--- src/rtl/dht11_pkg.sv ---
// Shared definitions for the DHT11 single-wire protocol: FSM states, phase
// durations in microseconds and the frame checksum.
package dht11_pkg;

    typedef enum logic [2:0] {
        StIdle,
        StHostLow,
        StRespDelay,
        StRespLow,
        StRespHigh,
        StBitLow,
        StBitHigh,
        StEndLow
    } dht11_state_e;

    localparam int unsigned RESP_DELAY_US = 30;
    localparam int unsigned RESP_LOW_US   = 80;
    localparam int unsigned RESP_HIGH_US  = 80;
    localparam int unsigned BIT_LOW_US    = 50;
    localparam int unsigned BIT0_HIGH_US  = 27;
    localparam int unsigned BIT1_HIGH_US  = 70;
    localparam int unsigned END_LOW_US    = 50;

    localparam int unsigned FRAME_BITS = 40;

    // Low byte of the byte sum; bit 0 flipped when a corrupt frame is requested.
    function automatic logic [7:0] dht11_checksum(input logic [7:0] a, input logic [7:0] b,
                                                  input logic [7:0] c, input logic [7:0] d,
                                                  input logic fault);
        logic [7:0] sum;
        sum = a + b + c + d;
        return sum ^ {7'd0, fault};
    endfunction

endpackage

--- src/rtl/dht11_line_sync.sv ---
// Two-flop synchronizer for the shared data line; resets to 1 (idle line high).
module dht11_line_sync (
    input  logic clk_i,
    input  logic rst_ni,
    input  logic d_i,
    output logic q_o
);

    logic [1:0] sync_q;
    logic [1:0] sync_d;

    always_comb begin
        sync_d = {sync_q[0], d_i};
    end

    always_ff @(posedge clk_i or negedge rst_ni) begin
        if (!rst_ni) begin
            sync_q <= 2'b11;
        end else begin
            sync_q <= sync_d;
        end
    end

    assign q_o = sync_q[1];

endmodule

--- src/rtl/dht11_responder.sv ---
// DHT11 sensor emulator: detects the host start pulse, answers with the presence
// pulse and shifts out a 40-bit humidity/temperature frame on an open-drain line.
module dht11_responder
    import dht11_pkg::*;
#(
    parameter int unsigned CLKS_PER_US  = 50,
    parameter int unsigned START_MIN_US = 18000
) (
    input  logic       clk,
    input  logic       reset_n,
    input  logic       dado_in,
    output logic       dado_oe,
    input  logic [7:0] humid_int,
    input  logic [7:0] humid_dec,
    input  logic [7:0] temp_int,
    input  logic [7:0] temp_dec,
    input  logic       fault_inject,
    input  logic       no_response,
    output logic       busy,
    output logic       frame_done
);

    localparam int unsigned StartCycles = START_MIN_US * CLKS_PER_US;
    localparam int unsigned TimerW      = $clog2(StartCycles + 1);
    localparam logic [TimerW-1:0] StartThr = TimerW'(StartCycles);
    localparam logic [TimerW-1:0] TimerMax = '1;

    function automatic logic [TimerW-1:0] phase_load(input int unsigned us);
        return TimerW'(us * CLKS_PER_US - 1);
    endfunction

    dht11_state_e      state_q, state_d;
    logic [TimerW-1:0] timer_q, timer_d;
    logic [5:0]        bit_idx_q, bit_idx_d;
    logic [39:0]       frame_q, frame_d;
    logic              dado_oe_q, dado_oe_d;
    logic              busy_q, busy_d;
    logic              frame_done_q, frame_done_d;
    logic              line;
    logic              phase_done;

    dht11_line_sync u_line_sync (
        .clk_i  (clk),
        .rst_ni (reset_n),
        .d_i    (dado_in),
        .q_o    (line)
    );

    assign phase_done = (timer_q == '0);

    always_comb begin
        state_d      = state_q;
        timer_d      = timer_q;
        bit_idx_d    = bit_idx_q;
        frame_d      = frame_q;
        frame_done_d = 1'b0;

        unique case (state_q)
            StIdle: begin
                if (!line) begin
                    timer_d = '0;
                    state_d = StHostLow;
                end
            end
            StHostLow: begin
                if (!line) begin
                    if (timer_q != TimerMax) begin
                        timer_d = timer_q + 1'b1;
                    end
                end else if (timer_q >= StartThr && !no_response) begin
                    state_d   = StRespDelay;
                    timer_d   = phase_load(RESP_DELAY_US);
                    bit_idx_d = '0;
                    frame_d   = {humid_int, humid_dec, temp_int, temp_dec,
                                 dht11_checksum(humid_int, humid_dec, temp_int, temp_dec,
                                                fault_inject)};
                end else begin
                    state_d = StIdle;
                end
            end
            StRespDelay: begin
                if (phase_done) begin
                    state_d = StRespLow;
                    timer_d = phase_load(RESP_LOW_US);
                end else begin
                    timer_d = timer_q - 1'b1;
                end
            end
            StRespLow: begin
                if (phase_done) begin
                    state_d = StRespHigh;
                    timer_d = phase_load(RESP_HIGH_US);
                end else begin
                    timer_d = timer_q - 1'b1;
                end
            end
            StRespHigh: begin
                if (phase_done) begin
                    state_d = StBitLow;
                    timer_d = phase_load(BIT_LOW_US);
                end else begin
                    timer_d = timer_q - 1'b1;
                end
            end
            StBitLow: begin
                // frame_q[39] is always the bit currently on the wire
                if (phase_done) begin
                    state_d = StBitHigh;
                    timer_d = frame_q[39] ? phase_load(BIT1_HIGH_US) : phase_load(BIT0_HIGH_US);
                end else begin
                    timer_d = timer_q - 1'b1;
                end
            end
            StBitHigh: begin
                if (phase_done) begin
                    frame_d = {frame_q[38:0], 1'b0};
                    if (bit_idx_q == 6'(FRAME_BITS - 1)) begin
                        state_d = StEndLow;
                        timer_d = phase_load(END_LOW_US);
                    end else begin
                        bit_idx_d = bit_idx_q + 6'd1;
                        state_d   = StBitLow;
                        timer_d   = phase_load(BIT_LOW_US);
                    end
                end else begin
                    timer_d = timer_q - 1'b1;
                end
            end
            StEndLow: begin
                if (phase_done) begin
                    state_d      = StIdle;
                    timer_d      = '0;
                    frame_done_d = 1'b1;
                end else begin
                    timer_d = timer_q - 1'b1;
                end
            end
            default: begin
                state_d = StIdle;
                timer_d = '0;
            end
        endcase

        dado_oe_d = state_d inside {StRespLow, StBitLow, StEndLow};
        busy_d    = !(state_d inside {StIdle, StHostLow});
    end

    always_ff @(posedge clk or negedge reset_n) begin
        if (!reset_n) begin
            state_q      <= StIdle;
            timer_q      <= '0;
            bit_idx_q    <= '0;
            frame_q      <= '0;
            dado_oe_q    <= 1'b0;
            busy_q       <= 1'b0;
            frame_done_q <= 1'b0;
        end else begin
            state_q      <= state_d;
            timer_q      <= timer_d;
            bit_idx_q    <= bit_idx_d;
            frame_q      <= frame_d;
            dado_oe_q    <= dado_oe_d;
            busy_q       <= busy_d;
            frame_done_q <= frame_done_d;
        end
    end

    assign dado_oe    = dado_oe_q;
    assign busy       = busy_q;
    assign frame_done = frame_done_q;

endmodule
--- config.mk ---
export PLATFORM = sky130hd
export DESIGN_NAME = dht11_responder
export DESIGN_NICKNAME = d
export VERILOG_FILES = /design/src/rtl/dht11_pkg.sv /design/src/rtl/dht11_line_sync.sv /design/src/rtl/dht11_responder.sv
export SDC_FILE = /design/constraint.sdc
export NUM_CORES = 1
export LEC_CHECK = 0
export CELL_PAD_IN_SITES_DETAIL_PLACEMENT = 1
export CELL_PAD_IN_SITES_GLOBAL_PLACEMENT = 1
export CORE_MARGIN = 10
export CORE_UTILIZATION = 49
export DETAILED_ROUTE_END_ITERATION = 12
export PLACE_DENSITY_LB_ADDON = 0.1
export SLEW_MARGIN = 20
export SYNTH_ARGS = -nofsm -noshare
export SYNTH_HDL_FRONTEND = slang
export SYNTH_HIERARCHICAL = 1
export SYNTH_SLANG_ARGS = --single-unit
--- constraint.sdc ---
create_clock -name clk -period 7.2 [get_ports clk]
set_input_delay 2.16 -clock clk [delete_from_list [all_inputs] [get_ports clk]]
set_output_delay 2.16 -clock clk [all_outputs]
set_load 0.02 [all_outputs]
==> metrics.csv <==
stage,metric,value,unit
clock_tree,numCtsBuffers,9,
clock_tree,cts_resized,0,
synthesis,yosys_most_used_dff,dfrtp_1,
flow_run,max_cap_viol_count,0,
synthesis,synth_area_per_cell,8.66,sq um
critical_path,cp-end-kind,flip-flop,
die,ios,40,
clock_tree,cts_hold_buf,0,
cells_and_area,layout.nets,664,
route,vias,4470,
critical_path,critical-path-max-stage-delay,0.56,ns
critical_path,cp-startpoint,humid_int[1],
power,p_per_area,165,nW/um^2
cells_and_area,stdcell_area,5710,sq um
route,drt_pre_antenna_iters,4,
synthesis,syn_area,5130,sq um
placement,hpwl,10.6,mm
timing,slew_viol_final,0,
critical_path,worst_setup_path_start_kind,primary input,
synthesis,syn-num-nets,654,
die,dieArea,15000,sq um
route,drtIter0Drc,308,
clock_tree,root_buffer,clkbuf_8,
clock_tree,post-cts-setup-buffers,0,
timing,setup_viol,0,
timing,max_slew_margin,31.7,%
die,num_rows,37,
critical_path,crit_type,primary input to flip-flop,
route,route.detailed.drc,0,
route,route.detailed.wl_per_inst,19.6,microns
timing,setup_tns,0,ns
clock_tree,cts_max_level,3,
cells_and_area,fillCellCount,1262,
run_status,status,"finished, final reports clean",
synthesis,synth_top_area_cell,dfrtp_1,
cells_and_area,area_growth,11.2,%
clock_tree,clock_latency,0.37,ns
critical_path,cp_max_fo,3,
cells_and_area,register_area,1850,sq um
cells_and_area,diodes,0,
placement,placed_area,5500,sq um
cells_and_area,multiInputGateArea,2940,sq um
placement,place_congestion,0.897,
synthesis,ys_ff_latch,74,
synthesis,ys_seq_area_share,36.1,%
synthesis,synthTopCellsByArea,"dfrtp_1, o21ai_0, fa_1",
placement,post-place-ws,1.81,ns
power,leakage,0.00250,uW
synthesis,synthCells,593,
die,chipWidth,122,microns
critical_path,crit_required,7.42,ns
route,vias_per_cell,6.01,
timing,worstMarginPinSlew,1.02,ns
global_routing,grt_pass1_vias,4718,
critical_path,path_cells,clkdlybuf4s50_1 -> inv_1 -> fa_1 -> fa_1 -> inv_1 -> ha_1 -> inv_1 -> fa_1 -> nor2b_1 -> o31a_1 -> o22ai_1 -> xnor2_1 -> mux2i_1 -> o21ai_0,
clock_tree,cts.sinks,74,
die,die_y,122,microns
synthesis,synth_cell_types,74,
timing,fin_skew,0.00705,ns
timing,final.min_clock_period,5.00,ns
critical_path,slowest_stage,fa_1,
die,initial_core_util,50.0,%
global_routing,grt_max_degree,81,
global_routing,grt_pass1_wl,23.9,mm
clock_tree,clock_path_buffers,2,
timing,fmax,200,MHz
cells_and_area,fin_util,55.5,%
timing,finalCritPeriodShare,69.4,%
placement,port_buffers,39,
die,core,10300,sq um
timing,hold_viol_final,0,
clock_tree,cts_tree,done,
global_routing,grt.total_usage,20.1,%
synthesis,synth_top_area_share,35.1,%
route,wl,14.6,mm
power,peakVddDrop,0.0904,mV
synthesis,yosysWarningCount,6,
synthesis,synth_edf_count,0,
timing,rsz0062_at_grt,false,
synthesis,synthArstFlopShare,100,%
critical_path,worstPathArrival,5.22,ns
min_path,hp-class,flip-flop to flip-flop,
clock_tree,clk_pin_slew_worst_paths,0.08,ns
cells_and_area,drive_above_1_share,7.40,%
global_routing,antenna_found_initial,0,
timing,finalWorstSetupSlack,2.20,ns
min_path,worstHoldStart,u_line_sync/sync_q[0],
route,ant_nets,0,
global_routing,overflow,0,
critical_path,r2r-start,state_q[2],
## Yosys cell counts, drive strengths merged (5+ instances only)
master and n:
a31oi 10, nand4 8, inv 33, or2 5
ha 10, o21ai 72, nand3 12, a211oi 9
o31ai 5, fa 14, clkbuf 20, mux2i 23
o22ai 7, a21oi 42, nor3 17, nor2 42
dfrtp 72, xnor2 16, nand2 72, nor4 10
buf 24
## critical path, delay by kind of cell
kind	cells	cell delay (ns)
buffers and inverters	4	0.67
XOR/XNOR	1	0.13
AND/OR/NAND/NOR	1	0.22
multiplexers	1	0.13
adder cells (fa/ha/maj)	4	1.53
AO/OA/AOI/OAI	3	0.37
## flip-flops by register name, indices dropped and copies added (netlist names)
register,cells
frame_done,1
dado_oe,1
frame_q,40
state_q,3
timer_q,20
bit_idx_q,6
busy,1
u_line_sync/sync_q,2
## metal layers
layer	vias to the layer above	wire (microns)	track usage (%)
li1	2121	-	-
met1	2251	6010	22.7
met2	73	7680	36.3
met3	25	475	3.03
met4	0	382	9.57
met5	-	0	0
## area by class of cell
cell class,count,share of cell area (%)
clock buffers,10,2.41
clock inverters,6,1.16
inverters,33,2.17
multi-input cells,442,51.5
flip-flops and latches,74,32.5
well taps,136,2.98
repair buffers,43,7.32
## power breakdown
group	internal [uW]	switching [uW]	leakage (uW)	total [uW]
Sequential	416	1.05	0.000956	417
Clock	169	178	0.0000945	348
Combinational	83.1	92.4	0.00145	175
## cells by family after synthesis
family          share of synthesized area (%)
simple gates                             20.0
compound gates                           21.3
flops                                    36.1
xor+xnor                                 3.24
fa+ha+maj                                7.90
mux                                      4.48
buf+inv                                  6.97
## path summary, 6_finish.rpt
path	to	slack (ns)	cells after the start
worst max-delay path	frame_q[7]	2.20	14
worst min-delay path	u_line_sync/sync_q[1]	0.37	0
worst max register to register	timer_q[10]	3.25	6
worst min register to register	u_line_sync/sync_q[1]	0.37	0
max in group asynchronous	frame_q[16]	4.63	1
min in group asynchronous	timer_q[3]	1.90	1
## metrics by stage
stage | total power, uW | hold slack (ns) | instances
final | 940 | 0.366 | 744
after global placement | 593 | 0.346 | 728
after detailed placement | 604 | 0.350 | 728
after global routing | 985 | 0.368 | 744
after CTS | 952 | 0.363 | 744
after floorplan | 536 | 0.345 | 593
## layout by cell type (no fill, tap or decap), types with 3 or more instances in the layout
cell type        instances
xor2_1                   3
nor4_1                   8
fa_1                    14
or2_2                    4
nor2_1                  40
ha_1                    10
nand2b_1                 4
and3_1                   4
o31ai_1                  5
o22ai_1                  6
buf_4                    5
clkbuf_8                10
nor3_1                  16
dfrtp_1                 72
clkinvlp_4               3
a211oi_1                 8
mux2i_1                 23
inv_1                   33
nand3_1                 10
nor2b_1                  4
clkdlybuf4s50_1         38
or4_1                    4
a21oi_1                 41
or3_1                    4
a21boi_0                 3
nand4_1                  7
a21o_1                   4
nand2_1                 72
o21ai_0                 69
xnor2_1                 16
a31oi_1                 10
Note: power is estimated with default switching activity, not from simulation.
